--- src/rtl/wdt_rcv_pkg.sv ---
// Shared definitions for the boot-watchdog recovery sequencer.
//   state_t   : FSM state encoding, also exported on o_state for debug
//   BLANK_CYC : ARMED cycles during which the WDT timeout flag is ignored
//   RETRY_W   : width of the retry counter
package wdt_rcv_pkg;

  typedef enum logic [2:0] {
    ST_IDLE    = 3'd0,
    ST_ARMED   = 3'd1,
    ST_RESET   = 3'd2,
    ST_HOLDOFF = 3'd3,
    ST_DONE    = 3'd4,
    ST_FAIL    = 3'd5
  } state_t;

  // Covers the WDT's 2-flop clear-edge detect after o_wdt_clr.
  localparam int unsigned BLANK_CYC = 4;

  localparam int unsigned RETRY_W = 4;

endpackage

--- src/rtl/cyc_timer.sv ---
// Loadable down-counter shared by the RESET pulse, HOLDOFF wait and ARMED
// blanking window.
//   i_clk, i_rst : clock, asynchronous active-high reset
//   i_load       : load i_load_val this cycle (takes priority over counting)
//   i_load_val   : value to load
//   o_done       : counter has reached zero (it then holds at zero)
module cyc_timer #(
  parameter int unsigned CNT_W = 16
) (
  input  logic             i_clk,
  input  logic             i_rst,
  input  logic             i_load,
  input  logic [CNT_W-1:0] i_load_val,
  output logic             o_done
);

  logic [CNT_W-1:0] cnt_q;
  logic [CNT_W-1:0] cnt_d;

  always_comb begin
    cnt_d = cnt_q;
    if (i_load) begin
      cnt_d = i_load_val;
    end else if (cnt_q != '0) begin
      cnt_d = cnt_q - {{(CNT_W-1){1'b0}}, 1'b1};
    end
  end

  always_ff @(posedge i_clk or posedge i_rst) begin
    if (i_rst) begin
      cnt_q <= '0;
    end else begin
      cnt_q <= cnt_d;
    end
  end

  assign o_done = (cnt_q == '0);

endmodule

--- src/rtl/bios_wdt_recovery.sv ---
// Boot-watchdog recovery sequencer. Arms the WDT, and on each timeout issues
// a timed system-reset request; after MAX_RETRY resets on the primary image
// it fails over to the backup flash, and after the backup is exhausted it
// latches a sticky failure until i_retry_clr.
//   i_clk, i_rst   : clock, asynchronous active-high reset
//   i_en           : recovery enable (level)
//   i_wdt_timeout  : WDT timeout flag (level)
//   i_boot_done    : BIOS POST complete (level)
//   i_retry_clr    : one-cycle pulse; clears retry count, releases FAIL
//   o_wdt_en       : WDT enable (high only in ARMED)
//   o_wdt_clr      : one-cycle WDT clear on each ARMED entry
//   o_sys_rst_req  : system reset request
//   o_flash_sel    : 0 = primary BIOS, 1 = backup
//   o_retry_cnt    : resets issued on the current image
//   o_fail         : sticky give-up flag
//   o_state        : current state encoding
// All outputs are registered from the next state so they move with o_state.
module bios_wdt_recovery
  import wdt_rcv_pkg::*;
#(
  parameter int unsigned RST_PULSE_CYC = 200,
  parameter int unsigned HOLDOFF_CYC   = 1000,
  parameter int unsigned MAX_RETRY     = 3,
  parameter int unsigned CNT_W         = 16
) (
  input  logic               i_clk,
  input  logic               i_rst,
  input  logic               i_en,
  input  logic               i_wdt_timeout,
  input  logic               i_boot_done,
  input  logic               i_retry_clr,
  output logic               o_wdt_en,
  output logic               o_wdt_clr,
  output logic               o_sys_rst_req,
  output logic               o_flash_sel,
  output logic [RETRY_W-1:0] o_retry_cnt,
  output logic               o_fail,
  output logic [2:0]         o_state
);

  localparam logic [RETRY_W-1:0] MAX_R = RETRY_W'(MAX_RETRY);

  // Counts run from load value down to 0 inclusive, so RESET/HOLDOFF load
  // length-1. The blanking load is BLANK_CYC so the first BLANK_CYC ARMED
  // cycles see a non-zero count.
  localparam logic [CNT_W-1:0] LD_RST   = CNT_W'(RST_PULSE_CYC - 1);
  localparam logic [CNT_W-1:0] LD_HOLD  = CNT_W'(HOLDOFF_CYC - 1);
  localparam logic [CNT_W-1:0] LD_BLANK = CNT_W'(BLANK_CYC);

  state_t             state_q, state_d;
  logic [RETRY_W-1:0] retry_q, retry_d, retry_base;
  logic               flash_q, flash_d;
  logic               wdt_en_q, wdt_clr_q, rst_req_q, fail_q;

  logic               tmr_load;
  logic [CNT_W-1:0]   tmr_val;
  logic               tmr_done;

  cyc_timer #(
    .CNT_W (CNT_W)
  ) u_timer (
    .i_clk      (i_clk),
    .i_rst      (i_rst),
    .i_load     (tmr_load),
    .i_load_val (tmr_val),
    .o_done     (tmr_done)
  );

  always_comb begin
    state_d = state_q;
    flash_d = flash_q;
    // A clear outside FAIL zeroes the count before any same-cycle timeout
    // decision, so that timeout is judged against the cleared count.
    retry_base = (i_retry_clr && state_q != ST_FAIL) ? '0 : retry_q;
    retry_d    = retry_base;

    unique case (state_q)
      ST_IDLE: begin
        if (i_en) state_d = ST_ARMED;
      end
      ST_ARMED: begin
        if (!i_en) begin
          state_d = ST_IDLE;
        end else if (i_boot_done) begin
          state_d = ST_DONE;
        end else if (i_wdt_timeout && tmr_done) begin
          if (retry_base < MAX_R) begin
            retry_d = retry_base + RETRY_W'(1);
            state_d = ST_RESET;
          end else if (!flash_q) begin
            flash_d = 1'b1;
            retry_d = RETRY_W'(1);
            state_d = ST_RESET;
          end else begin
            state_d = ST_FAIL;
          end
        end
      end
      ST_RESET: begin
        // i_en is only consulted at expiry so the pulse is never cut short.
        if (tmr_done) state_d = i_en ? ST_HOLDOFF : ST_IDLE;
      end
      ST_HOLDOFF: begin
        if (!i_en)         state_d = ST_IDLE;
        else if (tmr_done) state_d = ST_ARMED;
      end
      ST_DONE: begin
        if (!i_en) state_d = ST_IDLE;
      end
      ST_FAIL: begin
        if (i_retry_clr) begin
          state_d = ST_IDLE;
          retry_d = '0;
          flash_d = 1'b0;
        end
      end
      default: state_d = ST_IDLE;
    endcase
  end

  always_comb begin
    tmr_load = (state_d != state_q);
    unique case (state_d)
      ST_ARMED:   tmr_val = LD_BLANK;
      ST_RESET:   tmr_val = LD_RST;
      ST_HOLDOFF: tmr_val = LD_HOLD;
      default:    tmr_val = '0;
    endcase
  end

  always_ff @(posedge i_clk or posedge i_rst) begin
    if (i_rst) begin
      state_q   <= ST_IDLE;
      retry_q   <= '0;
      flash_q   <= 1'b0;
      wdt_en_q  <= 1'b0;
      wdt_clr_q <= 1'b0;
      rst_req_q <= 1'b0;
      fail_q    <= 1'b0;
    end else begin
      state_q   <= state_d;
      retry_q   <= retry_d;
      flash_q   <= flash_d;
      wdt_en_q  <= (state_d == ST_ARMED);
      wdt_clr_q <= (state_d == ST_ARMED) && (state_q != ST_ARMED);
      rst_req_q <= (state_d == ST_RESET);
      fail_q    <= (state_d == ST_FAIL);
    end
  end

  assign o_state       = state_q;
  assign o_retry_cnt   = retry_q;
  assign o_flash_sel   = flash_q;
  assign o_wdt_en      = wdt_en_q;
  assign o_wdt_clr     = wdt_clr_q;
  assign o_sys_rst_req = rst_req_q;
  assign o_fail        = fail_q;

endmodule

--- config.mk ---
export PLATFORM = sky130hd
export DESIGN_NAME = bios_wdt_recovery
export DESIGN_NICKNAME = d
export VERILOG_FILES = /design/src/rtl/wdt_rcv_pkg.sv /design/src/rtl/cyc_timer.sv /design/src/rtl/bios_wdt_recovery.sv
export SDC_FILE = /design/constraint.sdc
export NUM_CORES = 1
export LEC_CHECK = 0
export CORE_ASPECT_RATIO = 1.25
export CORE_MARGIN = 2
export CORE_UTILIZATION = 55
export CTS_BUF_LIST = sky130_fd_sc_hd__clkbuf_8 sky130_fd_sc_hd__clkbuf_16
export DETAILED_ROUTE_END_ITERATION = 10
export DONT_BUFFER_PORTS = 1
export PLACE_DENSITY = 0.7
export SLEW_MARGIN = 25
export SYNTH_ARGS = -nofsm -noshare
export SYNTH_HDL_FRONTEND = slang
export SYNTH_HIERARCHICAL = 1
export SYNTH_SLANG_ARGS = --single-unit
--- constraint.sdc ---
create_clock -name i_clk -period 3.6 [get_ports i_clk]
set_clock_uncertainty 0.05 [all_clocks]
set_input_delay 0.72 -clock i_clk [delete_from_list [all_inputs] [get_ports i_clk]]
set_output_delay 0.72 -clock i_clk [all_outputs]
set_load 0.03 [all_outputs]
# ---- Word level (Yosys, flattened, before mapping)
# Index checks and enable logic that the tools add are counted.
dict set report totals {
  reg_bits 28
  elab_cells 67
  output_inout_bits 12
  input_bits 6
}
dict set report op_classes {
  order_cmp 1
  muxes 30
  n_eq_ne 17
  add_sub_neg 2
  reduce_logical 9
}
# operator count
set ops {}
lappend ops {{$mux W3} 11}
lappend ops {{$mux W16} 2}
lappend ops {{$pmux W10 S3} 1}
lappend ops {{$mux W4} 7}
lappend ops {{$pmux W3 S6} 1}
lappend ops {{$logic_not A16 Y1} 1}
lappend ops {{$reduce_bool A16 Y1} 1}
lappend ops {{$sub A16 B1 Y16 const B} 1}
lappend ops {{$eq A3 B2 Y1 const B} 4}
lappend ops {{$ne A2 B2 Y1 const B} 5}
lappend ops {{$eq A3 B3 Y1 const B} 3}
lappend ops {{$pmux W4 S2} 1}
lappend ops {{$eq A3 B1 Y1 const B} 2}
lappend ops {{$reduce_and A6 Y1} 1}
lappend ops {{$mux W1} 5}
lappend ops {{$add A4 B1 Y4 const B} 1}
lappend ops {{$lt A4 B2 Y1 const B} 1}
lappend ops {{$reduce_bool A2 Y1} 2}
lappend ops {{$logic_and A1 B1 Y1} 3}
lappend ops {{$logic_not A3 Y1} 1}
lappend ops {{$ne A3 B1 Y1 const B} 1}
lappend ops {{$ne A3 B3 Y1} 1}
lappend ops {{$ne A3 B3 Y1 const B} 1}
lappend ops {{$mux W2} 1}
lappend ops {{$pmux W1 S2} 1}

# ---- Depth between registers and ports, before layout
# Gate-level depths: netlist of run 1.
dict set report depth {
  depth_word 12
  depth_mapped 14
  ltp_nobuf 13
}

# ---- Cells and area by module
# Netlist of run 1, hierarchy kept.
# module n_inst seq_area_each_um2 cells_per_inst area_each_um2
set modules_own_cells {}
lappend modules_own_cells {cyc_timer 1 400.4 102 993.5}
lappend modules_own_cells {bios_wdt_recovery 1 300.3 79 743.2}

# ---- Worst setup path before layout of run 1
# No wires, ideal clock.
dict set report synth_timing {
  path_type {register to register}
  from {register u_timer.cnt_q[0]}
  to {register u_timer.cnt_q[14]}
  period_less_slack_ns 3.008
  path_buffers 1
  slack_ns 0.592
  setup_time_ns 0.140
  t_arrival_ns 2.818
  required_time_ns 3.410
  stages_incl_launch_ff 15
  path_cell_list {dfrtp_1 > inv_1 > ha_1 > nor3b_2 > nand4b_4 > nor2_4 > a21oi_1 > o2111ai_1 > o211a_1 > inv_2 > mux2i_1 > inv_1 > clkbuf_1 > o311ai_1 > o211ai_1}
}
dict set report synth_between {
  elab_chain_len 8
  word_cells_on_any_way 15
  cone_classes {1 x add/sub; 1 x eq/ne; 9 x mux; 4 x reduce/logical}
}
# item line_no
set synth_rtl {}
lappend synth_rtl {{start, declared} cyc_timer.sv:17} ;# logic [CNT_W-1:0] cnt_q;
lappend synth_rtl {{start signal, assigned} cyc_timer.sv:33} ;# cnt_q <= cnt_d;
lappend synth_rtl {{$logic_not A16 Y1 (*)} cyc_timer.sv:37} ;# assign o_done = (cnt_q == '0);
lappend synth_rtl {{net tmr_done} bios_wdt_recovery.sv:57} ;# logic tmr_done;
lappend synth_rtl {{$logic_and A1 B1 Y1} bios_wdt_recovery.sv:86} ;# end else if (i_wdt_timeout && tmr_done) begin
lappend synth_rtl {{$mux W3} bios_wdt_recovery.sv:86}
lappend synth_rtl {{$mux W3} bios_wdt_recovery.sv:84} ;# end else if (i_boot_done) begin
lappend synth_rtl {{$mux W3} bios_wdt_recovery.sv:82} ;# if (!i_en) begin
lappend synth_rtl {{$pmux W3 S6 (*)} bios_wdt_recovery.sv:77} ;# unique case (state_q)
lappend synth_rtl {{net state_d[0]} bios_wdt_recovery.sv:50} ;# state_t state_q, state_d;
lappend synth_rtl {{$ne A3 B3 Y1 (*)} bios_wdt_recovery.sv:122} ;# tmr_load = (state_d != state_q);
lappend synth_rtl {{net tmr_load} bios_wdt_recovery.sv:55} ;# logic tmr_load;
lappend synth_rtl {{$mux W16 or $reduce_bool A2 Y1 (tied branches)} --}
# The timed path passes the listed nets; every way through them passes the cells marked *. The select of a mux whose other input is x is not followed.
# A chain may end at the register's enable or synchronous reset.

# ---- Worst setup path after layout of run 1
# Same ends and word-level chain as after synthesis.

==> results of run 1 <==
[sequential cells by signal, summed over array words and instances, names as in the netlist]
| register | flops |
|---|---|
| o_fail | 1 |
| o_flash_sel | 1 |
| o_retry_cnt | 4 |
| o_state | 3 |
| o_sys_rst_req | 1 |
| o_wdt_clr | 1 |
| o_wdt_en | 1 |
| u_timer/cnt_q | 16 |
[power groups by stage]
stage                     registers [mW]  clock network, mW  logic (mW)
after floorplan                    0.574                  0       0.575
after global placement             0.577                  0       0.714
after detailed placement           0.581                  0       0.730
after CTS                          0.575              0.169       0.736
after global routing               0.590              0.181       0.814
final                              0.574              0.163       0.737
[routing by layer]
metal / up-vias / part of all wire, % / track usage [%]
li1: 660 / - / -
met1: 634 / 41 / 24.2
met2: 23 / 55 / 41.6
met3: 4 / 2.7 / 2.91
met4: 0 / 1.2 / 8.75
met5: - / 0 / 0
[cell usage after synthesis (2+ instances only)]
master,n,share of area [%]
a211oi_2,2,1.4
mux2i_1,3,1.7
nand2b_4,2,1.6
nand3b_1,3,1.3
a21oi_1,11,3.2
ha_1,2,1.4
o2111ai_1,2,1.0
dfrtp_1,28,40
nor3_2,3,1.7
inv_2,2,0.43
inv_1,11,2.4
o21ai_1,4,1.2
nor3_1,3,0.86
nand2_1,26,5.6
o2bb2ai_1,2,1.0
nor3b_2,2,1.4
o21ai_0,4,1.2
buf_6,2,1.3
nor2_1,13,2.8
clkbuf_1,3,0.65
nand2b_1,2,0.72
xnor2_1,10,5.0
o31ai_1,3,1.3
and2_1,2,0.72
o211a_1,3,1.7
[critical path: stages (launching register included)]
cell	delay, ps
dfrtp_1	400
inv_1	100
ha_1	220
nor3b_2	280
nand4b_4	200
nor2_4	220
a21oi_1	120
o2111ai_1	240
o211a_1	270
inv_2	70
mux2i_1	150
buf_4	260
inv_1	220
o311ai_1	160
o211ai_1	170
[kinds of logic (layout without fill, tap and decap cells)]
family	count (synthesis)	in the layout	share of synthesized area, %
flops	28	28	40.3
simple gates	72	72	26.6
compound gates	44	44	18.3
buf+inv	19	25	5.19
fa+ha+maj	2	2	1.44
xor+xnor	11	11	5.55
mux	4	4	2.38
other cells	1	8	0.216
[layout make-up]
type                            instances  area (um^2)
Fill cell                             262         1100
Timing Repair Buffer                    9         67.6
Inverter                               13         48.8
Tap cell                               36         45.0
Clock buffer                            3         41.3
Sequential cell                        28          701
Multi-Input combinational cell        141          972
[through the flow]
step,setup WS (ps),instances
2_1_floorplan,592,188
3_3_place_gp,469,224
3_5_place_dp,288,224
4_1_cts,278,227
5_1_grt,59.7,230
6_report,322,230
[placed cells by master, fill, tap and decap left out, drive strengths merged, types with 2 or more instances in the layout]
master	instances
a211oi	3
a21oi	11
and2	2
buf	9
clkbuf	3
conb	8
dfrtp	28
ha	2
inv	13
mux2i	3
nand2	26
nand2b	4
nand3	2
nand3b	3
nor2	14
nor3	7
nor3b	3
nor4	2
o2111ai	2
o211a	3
o21ai	8
o2bb2ai	2
o311ai	2
o31ai	3
or3	2
xnor2	10
[final timing paths]
kind / from / endpoint / slack, ps / cells past startpoint
setup / recovery: u_timer/cnt_q[0]$_DFFE_PP0P_ / u_timer/cnt_q[14]$_DFFE_PP0P_ / 320 / 14
hold / removal: i_rst / o_retry_cnt[1]$_DFF_PP0_ / 290 / 1
setup reg to reg: u_timer/cnt_q[0]$_DFFE_PP0P_ / u_timer/cnt_q[14]$_DFFE_PP0P_ / 320 / 14
hold reg to reg: u_timer/cnt_q[14]$_DFFE_PP0P_ / u_timer/cnt_q[14]$_DFFE_PP0P_ / 570 / 2
max in group asynchronous: i_rst / u_timer/cnt_q[0]$_DFFE_PP0P_ / 2760 / 1
min in group i_clk: u_timer/cnt_q[14]$_DFFE_PP0P_ / u_timer/cnt_q[14]$_DFFE_PP0P_ / 570 / 2
==> metrics, run 1 <==
minimum clock period=3280 ps; CP endpoint kind=flop; register bit count reported by yosys=28; Antenna diodes=0; die width=54.3 um; Reg power frac=38.9%; vias in the first global route=1319; power share of the clock group=11.1%; setup TNS=0 ps; clock root cell=clkbuf_8; TritonRoute pass-1 iters=4; Int Pwr=812 uW; Post-DRT Antenna Nets=0; Worst Tran Pin Value=606 ps; DRC Markers=0; placed cell areas=1810 um^2; Max-cap violations=0; Routed wire per std cell=15.6 um; GRT overflow=0; Layout area overhead=8.00%; CP Class=flop to flop; first-pass GRT wire length=5760 um; Min-Delay Path Class=input port to asynchronous set/reset pin; hold_ws=290 ps; I/O Pins=18; initial antenna violation count=0; Final Cell Area=1880 um^2; final hold vios=0; Core Util, Final=63.1%; EDFF count, synth=0; CTS tree=built; GRT Util Overall=22.2%; vias per cell=5.74; hpwl dp=2740 um; Final Power=1.47 mW; Worst Path Required=3680 ps; Clock Latency Late Sink=270 ps; total CTS buffers=3; Warnings, synthesis=6; Clock transition at path regs=90 ps; RSZ-0062 raised after global routing=false; Initial Util=58.4%; VDD IR max=0.509 mV; largest net degree at the start of global routing=24; DIE HEIGHT=66.8 um; total wire length=3580 um; Worst Path Max Fanout=23; RePlAce Congestion=0.839; unique cell type count in the Yosys netlist=58; switch share=44.9%; DR iter-0 viols=33; switching pwr=662 uW; Main synth FF type=dfrtp_1; routed via count=1321; cts hold-fix bufs=0; syn_area_per_cell=9.59 um^2; row count=22; # Post-CTS Setup Buffers=0; Die ar.=3630 um^2; Max Clk Rate=0.305 GHz; Cells after Synth=181; H-tree levels=1; Worst setup SP type=flop; Comb power frac=50.0%; status=finished, final reports clean; Cell Area, Synth=1740 um^2; Max Root-Sink Buffers=2; Static Leak=0.849 nW; Final period util=91.0%; Port Buffers=0; core area=2970 um^2; Slew Limit Fails=0; WP data arrival=3350 ps; share of cells above drive strength 1=17.5%; Clock Sinks=28; sequential-to-total area share from yosys stat=40.3%; final net count=204; endpoints failing setup=0; PostCTS Resize Cnt=0; Async S/R FF share, synth=100%; relative slew slack=59.6%; Power Density=786 nW/um^2
(Power assumes the default switching activity.)
==> inputs of run 2 (changes only) <==
--- a/config.mk
+++ b/config.mk
@@ -11,7 +11,7 @@
 export CTS_BUF_LIST = sky130_fd_sc_hd__clkbuf_8 sky130_fd_sc_hd__clkbuf_16
 export DETAILED_ROUTE_END_ITERATION = 10
 export DONT_BUFFER_PORTS = 1
-export PLACE_DENSITY = 0.7
+export PLACE_DENSITY = 0.75
 export SLEW_MARGIN = 25
 export SYNTH_ARGS = -nofsm -noshare
 export SYNTH_HDL_FRONTEND = slang
==> run 2 against run 1 <==
Against the previous run: routed wire length grew 2.2%; largest power group unchanged; critical path type unchanged; critical endpoint unchanged; setup slack gained 30 ps; largest cell class unchanged; non-clock buffer count shrank 4.
==> metrics, run 2 (same netlist as run 1, synthesis figures left out) <==
GRT overflow=0 (unchanged); Static Leak=0.843 nW (-0.74%); vias in the first global route=1398 (+6.0%); Power Density=823 nW/um^2 (+4.8%); Max-cap violations=0 (unchanged); Slew Limit Fails=0 (unchanged); Worst Tran Pin Value=626 ps (+20.5 ps); Biggest register=u_timer/cnt_q; H-tree levels=1 (unchanged); vias per cell=6.02 (+4.8%); share of cells above drive strength 1=16.2% (-1.3 points); I/O Pins=18 (unchanged); CP endpoint kind=flop; WP data arrival=3350 ps (about the same); Final period util=90.2% (-0.83 points); Port Buffers=0 (unchanged); commonest non-fill, non-tap cell in the layout=dfrtp_1; Worst setup SP type=flop; minimum clock period=3250 ps (-29.9 ps); Post-DRT Antenna Nets=0 (unchanged); first-pass GRT wire length=6270 um (+8.9%); row count=22 (unchanged); RSZ-0062 raised after global routing=false; setup TNS=0 ps (unchanged); CP Class=flop to flop; Min-Delay Path Class=input port to asynchronous set/reset pin; Clock transition at path regs=100 ps (about the same); Antenna diodes=0 (unchanged); core area=2970 um^2 (unchanged); RePlAce Congestion=0.933 (+11%); total wire length=3660 um (+2.2%); Worst Path Required=3710 ps (+30 ps); commonest cells after routing, fill and taps aside=dfrtp_1, nand2_1, nor2_1; Die ar.=3630 um^2 (unchanged); Max Clk Rate=0.308 GHz (+0.92%); Worst Path Max Fanout=11 (-52%); max reg flops=16 (unchanged); relative slew slack=58.2% (-1.4 points); Final WS setup=352 ps (+29.9 ps); GRT Util Overall=23.9% (+1.7 points); Clock Sinks=28 (unchanged); hpwl dp=2780 um (+1.5%); Cells after DPL=223 (-0.45%); endpoints failing setup=0 (unchanged); clock root cell=clkbuf_8; VDD IR max=0.382 mV (-25%); Routed wire per std cell=16.1 um (+3.6%); status=finished, final reports clean; non-filler instance count after layout=227 (-1.3%); largest net degree at the start of global routing=22 (-8.3%); Layout area overhead=8.36%; routed via count=1367 (+3.5%); Clock Latency Late Sink=280 ps (about the same); Initial Util=58.4% (unchanged); Final Cell Area=1880 um^2 (+0.33%); die width=54.3 um (unchanged); Max Root-Sink Buffers=2 (unchanged); final hold vios=0 (unchanged); final net count=200 (-2.0%); DR iter-0 viols=29 (-12%); CTS tree=built; DRC Markers=0 (unchanged); TritonRoute pass-1 iters=5 (+1); initial antenna violation count=0 (unchanged); pre-CTS setup slack=312 ps (+24.5 ps); total CTS buffers=3 (unchanged); placed cell areas=1800 um^2 (-0.41%); DIE HEIGHT=66.8 um (unchanged)
## run 2: changes by cell type in the layout (fill, tap and decap cells not counted)
cell       change
buf_4          -4
nor3b_4        +1
nor3b_2        -1
bufinv_16      +1
## run 2: repair_timing
| action | 4_1_cts | 5_1_grt |
|---|---|---|
| hold buffers | 0 | 0 |
| setup endpoints to repair | 0 | 2 |
| setup buffers | 0 | 0 |
| gates resized for setup | 0 | 1 |
## run 2: path summary, 6_finish.rpt
check                                              start                       endpoint  slack (ps)  depth (start not counted)
max                         u_timer/cnt_q[0]$_DFFE_PP0P_  u_timer/cnt_q[14]$_DFFE_PP0P_         350                         13
min                                                i_rst        o_sys_rst_req$_DFF_PP0_         270                          1
max reg2reg                 u_timer/cnt_q[0]$_DFFE_PP0P_  u_timer/cnt_q[14]$_DFFE_PP0P_         350                         13
min reg2reg                u_timer/cnt_q[14]$_DFFE_PP0P_  u_timer/cnt_q[14]$_DFFE_PP0P_         520                          2
max in group asynchronous                          i_rst   u_timer/cnt_q[5]$_DFFE_PP0P_        2750                          1
min in group i_clk         u_timer/cnt_q[14]$_DFFE_PP0P_  u_timer/cnt_q[14]$_DFFE_PP0P_         520                          2
## run 2: critical path, cell delays in order (launching register included)
cell       delay (ps)
dfrtp_1           410
inv_1             100
ha_1              230
nor3b_4           330
nand4b_4          200
nor2_4            270
a21oi_1           130
o2111ai_1         240
o211a_1           270
inv_2              70
mux2i_1           290
inv_1             260
o311ai_1          160
o211ai_1          120
## run 2: layout make-up
class	count	area, um^2
fill	260	1090
multi-input combinational	141	978
sequential	28	701
inverter	13	48.8
tap	36	45.0
clock buffer	3	41.3
timing repair buffer	5	37.5
clock inverter	1	30.0
## run 2: layer usage
metal / share of wire [%] / GRT usage (%) / routed length (um) / vias up
li1: - / - / - / 652
met1: 38 / 26.7 / 1380 / 676
met2: 55 / 42.3 / 2030 / 28
met3: 3.8 / 4.71 / 140 / 11
met4: 3.1 / 10.6 / 114 / 0
met5: 0 / 0 / 0 / -
## run 2: where the power goes
group          total (mW)  internal [mW]  switching (mW)
Clock               0.248          0.149          0.0989
Combinational       0.723          0.308           0.415
Sequential          0.578          0.424           0.155
Total                1.55          0.881           0.669
## run 2: stage by stage
step | hold WS, ps | total power, mW | util [%]
global placement | 479 | 1.26 | 60.7
finish | 270 | 1.55 | 63.3
CTS | 277 | 1.55 | 63.1
floorplan | 462 | 1.15 | -
detailed placement | 501 | 1.29 | 60.7
global route | 310 | 1.68 | 63.3
==> inputs of run 3 (changes only) <==
--- a/config.mk
+++ b/config.mk
@@ -12,7 +12,6 @@
 export DETAILED_ROUTE_END_ITERATION = 10
 export DONT_BUFFER_PORTS = 1
 export PLACE_DENSITY = 0.75
-export SLEW_MARGIN = 25
 export SYNTH_ARGS = -nofsm -noshare
 export SYNTH_HDL_FRONTEND = slang
 export SYNTH_HIERARCHICAL = 1
==> results of run 3 <==
The final DEF is identical to that of run 2; final timing and power are the same.
